**config.mk**
```make
export PLATFORM = sky130hd
export DESIGN_NAME = chunked_seq_adder
export DESIGN_NICKNAME = d
export VERILOG_FILES = /design/src/rtl/chunked_adder_pkg.sv /design/src/rtl/chunk_rca.sv /design/src/rtl/chunked_seq_adder.sv
export SDC_FILE = /design/constraint.sdc
export NUM_CORES = 1
export LEC_CHECK = 0
export CAP_MARGIN = 25
export CORE_ASPECT_RATIO = 0.6
export CORE_MARGIN = 5
export CORE_UTILIZATION = 50
export CTS_BUF_LIST = sky130_fd_sc_hd__clkbuf_2
export DETAILED_ROUTE_END_ITERATION = 10
export PLACE_DENSITY_LB_ADDON = 0.3
export SLEW_MARGIN = 20
export SYNTH_ARGS = -nofsm -noshare
export SYNTH_HDL_FRONTEND = slang
export SYNTH_SLANG_ARGS = --single-unit
export TNS_END_PERCENT = 1
```
**constraint.sdc**
```tcl
create_clock -name clk -period 2.6 [get_ports clk]
set_input_delay 0.78 -clock clk [delete_from_list [all_inputs] [get_ports clk]]
set_output_delay 0.78 -clock clk [all_outputs]
set_load 0.01 [all_outputs]
```
**src/rtl/chunked_adder_pkg.sv**
```systemverilog
// chunked_adder_pkg: shared state encoding, sizing helpers and config check for chunked_seq_adder.
package chunked_adder_pkg;
  typedef enum logic [1:0] {IDLE, BUSY, DONE} state_t;
  function automatic int num_chunks(input int w, input int c);
    return w / c;
  endfunction
  function automatic int cnt_width(input int n);
    return $clog2(n + 1);
  endfunction
  function automatic bit cfg_ok(input int w, input int c);
    return c >= 1 && c <= w && w % c == 0;
  endfunction
endpackage

```
**src/rtl/chunk_rca.sv**
```systemverilog
// chunk_rca: combinational CHUNK-bit ripple-carry slice built from a chain of full adders.
module full_adder (
  output logic sum,
  output logic cout,
  input  logic a,
  input  logic b,
  input  logic cin
);
  assign sum  = a ^ b ^ cin;
  assign cout = (a & b) | (cin & (a ^ b));
endmodule

module chunk_rca #(
  parameter int CHUNK = 4
) (
  output logic [CHUNK-1:0] sum,
  output logic             cout,
  input  logic [CHUNK-1:0] a,
  input  logic [CHUNK-1:0] b,
  input  logic             cin
);
  logic [CHUNK:0] c;
  assign c[0] = cin;
  for (genvar i = 0; i < CHUNK; i++) begin : g_fa
    full_adder u_fa (.sum(sum[i]), .cout(c[i+1]), .a(a[i]), .b(b[i]), .cin(c[i]));
  end
  assign cout = c[CHUNK];
endmodule

```
**src/rtl/chunked_seq_adder.sv**
```systemverilog
// chunked_seq_adder: multi-cycle add/subtract, one CHUNK-bit slice per clock with valid/ready handshakes.
// Define CHUNKED_ADDER_OVF_EN to add the signed-overflow output ovf.
module chunked_seq_adder
  import chunked_adder_pkg::*;
#(
  parameter int WIDTH = 16,
  parameter int CHUNK = 4
) (
  input  logic             clk,
  input  logic             rst_n,
  input  logic             in_valid,
  output logic             in_ready,
  input  logic [WIDTH-1:0] a,
  input  logic [WIDTH-1:0] b,
  input  logic             cin,
  input  logic             op_sub,
  output logic             out_valid,
  input  logic             out_ready,
  output logic [WIDTH-1:0] sum,
  output logic             cout,
`ifdef CHUNKED_ADDER_OVF_EN
  output logic             ovf,
`endif
  output logic             busy
);
  localparam int N  = num_chunks(WIDTH, CHUNK);
  localparam int CW = cnt_width(N);
  if (!cfg_ok(WIDTH, CHUNK)) begin : g_bad_cfg
    $error("chunked_seq_adder: WIDTH must be a positive multiple of CHUNK");
  end
  state_t           state;
  logic [CW-1:0]    cnt;
  logic [WIDTH-1:0] opa, opb;
  logic             carry;
  logic [CHUNK-1:0] s_sum;
  logic             s_cout;
  chunk_rca #(.CHUNK(CHUNK)) u_rca (
    .sum(s_sum), .cout(s_cout), .a(opa[CHUNK-1:0]), .b(opb[CHUNK-1:0]), .cin(carry)
  );
  assign in_ready  = state == IDLE;
  assign out_valid = state == DONE;
  assign busy      = state != IDLE;
`ifdef CHUNKED_ADDER_OVF_EN
  // Carry into the MSB is recovered from the top slice's sum bit and its operand bits.
  logic msb_c;
  assign msb_c = s_sum[CHUNK-1] ^ opa[CHUNK-1] ^ opb[CHUNK-1];
`endif
  always_ff @(posedge clk or negedge rst_n) begin
    if (!rst_n) begin
      state <= IDLE;
      cnt   <= '0;
      opa   <= '0;
      opb   <= '0;
      carry <= 1'b0;
      sum   <= '0;
      cout  <= 1'b0;
`ifdef CHUNKED_ADDER_OVF_EN
      ovf   <= 1'b0;
`endif
    end else begin
      case (state)
        IDLE: if (in_valid) begin
          opa   <= a;
          opb   <= op_sub ? ~b : b;
          carry <= op_sub | cin;
          cnt   <= '0;
          state <= BUSY;
        end
        BUSY: begin
          // Slice results enter at the MSB so the full sum lines up after N shifts.
          sum   <= (sum >> CHUNK) | (WIDTH'(s_sum) << (WIDTH - CHUNK));
          opa   <= opa >> CHUNK;
          opb   <= opb >> CHUNK;
          carry <= s_cout;
          cnt   <= cnt + CW'(1);
          if (cnt == CW'(N - 1)) begin
            state <= DONE;
            cout  <= s_cout;
`ifdef CHUNKED_ADDER_OVF_EN
            ovf   <= msb_c ^ s_cout;
`endif
          end
        end
        DONE: if (out_ready) state <= IDLE;
        default: state <= IDLE;
      endcase
    end
  end
endmodule
```
# After elaboration in Yosys (flattened, before gate mapping)
# Index checks and enable logic that the tools add are counted.
[word_totals]
register_bits = 55
latchBits = 0
ramBits = 0
rom_bits = 0
word_cells = 56
memories = 0
[classes]
n_addsub = 1
n_mul = 0
n_div = 0
n_lt_le_gt_ge = 0
n_eq_ne = 6
n_shift = 0
n_mux = 13
bitwise = 23
reduce_logical = 6
[op_table]
columns = ["cell", "count"]
rows = [
  ["16-bit case mux with 2 select lines", 2],
  ["16-bit 2-to-1 mux", 3],
  ["16-bit inverter", 1],
  ["12-bit by 16-bit OR with 16-bit output", 1],
  ["1-bit bitwise AND", 8],
  ["1-bit bitwise XOR", 8],
  ["2-bit 2-to-1 mux", 3],
  ["2-bit case mux with 3 select lines", 1],
  ["3-bit case mux with 2 select lines", 1],
  ["1-bit OR", 5],
  ["2-bit != test (second input constant)", 2],
  ["2-bit AND reduction", 2],
  ["2-bit nonzero test", 2],
  ["3-bit by 1-bit adder with 3-bit output (second input constant)", 1],
  ["3-bit by 2-bit equality test with 1-bit output (second input constant)", 1],
  ["3-bit 2-to-1 mux", 1],
  ["3-bit AND reduction", 1],
  ["2-bit by 1-bit equality test with 1-bit output (second input constant)", 1],
  ["2-bit equality test (second input constant)", 1],
  ["2-bit logical NOT", 1],
  ["2-bit by 1-bit != test with 1-bit output (second input constant)", 1],
  ["1-bit case mux with 2 select lines", 1],
  ["1-bit 2-to-1 mux", 1],
]

# Longest topological paths before layout
[depth]
word_depth = 10
depth_mapped = 9
depth_no_buf = 9

# Modules after synthesis
# A second synthesis with hierarchy kept.
[hier_totals]
cells_unflattened = 276
area_unflattened_um2 = 2685.1
[by_module_without_submodules]
columns = ["mod", "instances", "cells_per_inst", "area_each_um2"]
rows = [
  ["chunked_seq_adder", 1, 272, 2605.0],
  ["full_adder", 4, 1, 20.0],
]

# Worst setup path after synthesis
# Ideal clock, no wire load.
[synth_path]
path_type = "flip-flop to flip-flop"
start = "reg opa[0]"
end = "reg sum[15]"
setup_ns = 0.083
arrival_time_ns = 1.956
setup_slack_ns = 0.561
stages_incl_launch_ff = 9
n_path_buf = 0
cell_sequence = "dfrtp_1 > inv_1 > fa_1 > inv_1 > fa_1 > fa_1 > inv_1 > fa_1 > o21ai_0"
[synth_between]
elab_chain_len = 9
elab_cells_between_ends = 10
classes_between = "bitwise (10)"
[synth_rtl]
columns = ["element", "line", "source"]
rows = [
  ["start: declaration", "chunked_seq_adder.sv:33", "logic [WIDTH-1:0] opa, opb;"],
  ["start signal: assignment", "chunked_seq_adder.sv:72", "opa <= opa >> CHUNK;"],
  ["1-bit bitwise XOR", "chunk_rca.sv:10", "assign cout = (a & b) | (cin & (a ^ b));"],
  ["1-bit bitwise AND", "chunk_rca.sv:10", ""],
  ["1-bit OR *", "chunk_rca.sv:10", ""],
  ["1-bit bitwise AND *", "chunk_rca.sv:10", ""],
  ["1-bit OR *", "chunk_rca.sv:10", ""],
  ["1-bit bitwise AND *", "chunk_rca.sv:10", ""],
  ["1-bit OR *", "chunk_rca.sv:10", ""],
  ["1-bit bitwise XOR *", "chunk_rca.sv:9", "assign sum = a ^ b ^ cin;"],
  ["12-bit by 16-bit OR with 16-bit output *", "chunked_seq_adder.sv:71", "sum <= (sum >> CHUNK) | (WIDTH'(s_sum) << (WIDTH - CHUNK));"],
  ["end signal: assignment", "chunked_seq_adder.sv:71", ""],
  ["end: declaration", "chunked_seq_adder.sv:19", "output logic [WIDTH-1:0] sum,"],
]
# Every way passes the cells marked *; elsewhere a longest branch is shown, timed or not.
# A chain may end at the register's enable or synchronous reset.

# Worst setup path after layout
[layout_path]
start = "reg state[0]"
end = "out busy"
[layout_between]
elab_chain_len = 1
[layout_rtl]
columns = ["element", "line", "source"]
rows = [
  ["start: declaration", "chunked_seq_adder.sv:31", "state_t state;"],
  ["start signal: assignment", "chunked_seq_adder.sv:50", "state <= IDLE;"],
  ["start signal: assignment", "chunked_seq_adder.sv:67", "state <= BUSY;"],
  ["start signal: assignment", "chunked_seq_adder.sv:77", "state <= DONE;"],
  ["2-bit nonzero test", "chunked_seq_adder.sv:42", "assign busy = state != IDLE;"],
  ["end: declaration", "chunked_seq_adder.sv:24", "output logic busy"],
]
# Every way passes these cells.

==> Flow_metrics.wiki <==
{| class="wikitable"
! Metric !! Value
|-
| Result of the run || completed
|-
| Type of the worst min-delay path || in2async
|-
| Mean instance size in the synthesized netlist || 9.81 um2
|-
| Most common cell after layout, fill and taps aside || nand2_1
|-
| Hold_ws || 0.235 ns
|-
| H-Tree Level Count || 2
|-
| Detailed-route wire length || 5860 um
|-
| Via count of the first global-routing pass || 2131
|-
| # diodes || 0
|-
| MaxCap Viol Count || 0
|-
| Clock-pin slew reported for the worst setup and hold paths after clock tree synthesis || 0.29 ns
|-
| Maximum fanout encountered on the critical timing path || 3
|-
| First-iteration detailed-routing DRC count || 158
|-
| Quantity of hold-fixing buffers added after cts || 0
|-
| Number of I/O pins || 58
|-
| HPWL after detailed placement || 4320 um
|-
| Global-route wire length before repair || 10300 um
|-
| Number of standard-cell rows in the floorplan || 20
|-
| Post-synthesis cell area || 2660 um2
|-
| Number of detailed-route iterations in the first pass || 4
|-
| Die height || 66.5 um
|-
| Maximum number of pins on one net before global-route repair || 36
|-
| Final net count || 373
|-
| Synth warn || 0
|-
| Number of register bits inferred by synthesis || 55
|-
| Final Wtd Congestion || 0.816
|-
| Worst-case clock buffer depth || 2
|-
| CP Launch Type || flop
|-
| Final number of hold-violating endpoints || 0
|-
| Net count after synthesis || 315
|-
| Endpoints failing setup || 0
|-
| Fin Setup TNS || 0 ns
|-
| Buffers added on ports || 57
|-
| Most frequent cells in the layout || nand2_1 (73), dfrtp_1 (55), clkdlybuf4s50_1 (55)
|-
| Worst path required time || 1.82 ns
|-
| X dimension of the die || 104 um
|-
| Signed area change from the synthesized netlist to the final layout || 29.0%
|-
| Startpoint of the most critical register-to-register path || opa[0]$_DFFE_PN0P_
|-
| Synth Instances || 271
|-
| Clock sinks || 55
|-
| Core area || 5100 um2
|-
| Worst setup path startpoint || state[0]$_DFFE_PN0P_
|-
| Clock skew after layout || 0.0275 ns
|-
| Library cell used as clock root buffer || clkbuf_2
|-
| Clock tree from TritonCTS || done
|-
| Maximum resistive drop on vdd || 387 uV
|-
| Final period demand of the worst path || 2.46 ns
|-
| Critical path class || reg2out
|-
| Unrepaired setup endpoints after global routing || false
|-
| Endpoint of the worst setup timing path || busy
|-
| Proportion of layout cells with a drive suffix above 1 || 0.0970
|-
| Starting utilization of the core area || 0.521
|-
| Routed length per placed instance || 14.8 um
|-
| Overall track demand over capacity in global routing || 0.185
|-
| Total congestion overflow || 0
|-
| Via count of the routed design || 2083
|-
| Max Transition Viols Final || 0
|-
| Power density of the placed cells || 1040 nW/um2
|-
| Source-to-sink clock delay at the later pin of the worst-skew pair || 0.44 ns
|-
| Share of synthesized area occupied by flip-flops and latches || 0.518
|-
| Crit path capture type || primary output
|-
| CTS buffer count || 5
|-
| Critical R2R Capture || sum[15]$_DFFE_PN0P_
|-
| Number of antenna-violating nets in the routed design || 0
|-
| FF-to-FF path depth || 8
|-
| Leak pwr || 0.00153 uW
|-
| Post-DR vias/cell || 5.26
|-
| Die Outline Area || 6920 um2
|-
| Distinct cell type count after synthesis || 32
|-
| Worst max-slew margin expressed relative to the limit || 0.567
|-
| Antenna violations before repair || 0
|-
| Critical path data arrival time || 1.68 ns
|-
| DRC viols || 0
|-
| R2r setup slk || 0.38 ns
|-
| Slew at the pin with the worst max-slew slack || 0.648 ns
|-
| Final clock period utilization by the worst path || 0.946
|-
| Maximum clock rate || 407 MHz
|}
==> logic make-up after synthesis <==
group	Yosys count	synth area share
flops	55	0.518
compound gates	72	0.194
fa+ha+maj	6	0.0395
simple gates	90	0.143
buf+inv	32	0.0527
xor+xnor	16	0.0527
==> final cells by class <==
| class | count | area, um2 |
|---|---|---|
| Clock inverter | 3 | 71.3 |
| Fill cell | 439 | 1680 |
| Sequential cell | 55 | 1380 |
| Clock buffer | 5 | 25.0 |
| Tap cell | 66 | 82.6 |
| Multi-Input combinational cell | 184 | 1140 |
| Inverter | 12 | 45.0 |
| Timing Repair Buffer | 71 | 686 |
==> critical path, stage by stage (launching register included) <==
cell,delay (ns)
dfrtp_1,0.45
or2_2,0.30
clkdlybuf4s50_1,0.48
==> cells in the mapped netlist <==
cell type	instances	area share
a2bb2oi_1	2	0.0066
nor2_1	1	0.0014
o211ai_2	6	0.028
buf_2	7	0.013
a221o_1	4	0.015
fa_1	4	0.030
nand3b_1	1	0.0028
o21bai_1	1	0.0028
o31ai_2	1	0.0047
or2_2	1	0.0024
nand2_1	73	0.10
o21ai_1	4	0.0075
and2_1	1	0.0024
clkbuf_1	11	0.016
nor3_1	1	0.0019
a21oi_1	6	0.011
or3b_1	1	0.0033
o211ai_1	1	0.0028
o32ai_1	3	0.0099
buf_6	1	0.0042
ha_1	2	0.0094
nand2b_1	2	0.0047
o21ai_0	22	0.041
a22oi_1	19	0.054
xor2_1	1	0.0033
a22o_1	2	0.0066
buf_4	1	0.0028
nor2b_1	9	0.021
xnor2_1	15	0.049
dfrtp_1	55	0.52
inv_1	12	0.017
o221ai_1	1	0.0033
==> metal layers <==
metal / vias to the layer above / global-route usage / share of wire
met5: - / 0 / 0
met4: 0 / 0.0307 / 0.0053
met3: 4 / 0.0455 / 0.055
met2: 59 / 0.274 / 0.44
met1: 990 / 0.279 / 0.50
li1: 1030 / - / -
==> repair_timing <==
item	CTS	global route
setup buffers	0	1
gates resized for setup	0	1
endpoints found under the setup margin	0	1
==> stage by stage <==
stage | instance area, um2 | utilization | cells | total power [uW] | setup slack [ns]
detailed placement | 3320 | 0.651 | 387 | 3070 | 0.0530
finish | 3430 | 0.672 | 396 | 3580 | 0.140
floorplan | 2660 | - | 271 | 2400 | 0.561
global route | 3430 | 0.672 | 396 | 3890 | 0.0402
CTS | 3420 | 0.670 | 395 | 3600 | 0.0186
global placement | 3320 | 0.651 | 387 | 3000 | 0.144
==> registers in the layout, summed over array words and instances (netlist names) <==
signal,flops
opa,16
opb,16
sum,16
cnt,3
state,2
carry,1
cout,1
==> worst min path at each step <==
stage	startpoint	endpoint	slack, ns	depth (start not counted)
5_1_grt	rst_n	sum[7]$_DFFE_PN0P_	0.22	1
6_report	rst_n	opa[12]$_DFFE_PN0P_	0.23	1
2_1_floorplan	cnt[2]$_DFFE_PN0P_	cnt[2]$_DFFE_PN0P_	0.45	2
3_5_place_dp	sum[1]$_DFFE_PN0P_	sum[1]$_DFFE_PN0P_	0.46	2
4_1_cts	rst_n	sum[7]$_DFFE_PN0P_	0.24	1
3_3_place_gp	sum[3]$_DFFE_PN0P_	sum[3]$_DFFE_PN0P_	0.46	2
==> where the power goes <==
group	internal [uW]	switching, uW	total, uW
clock	265	281	546
sequential	1190	228	1420
combinational	756	855	1610
total	2220	1360	3580
No activity file was read; power rests on OpenSTA's default activity.
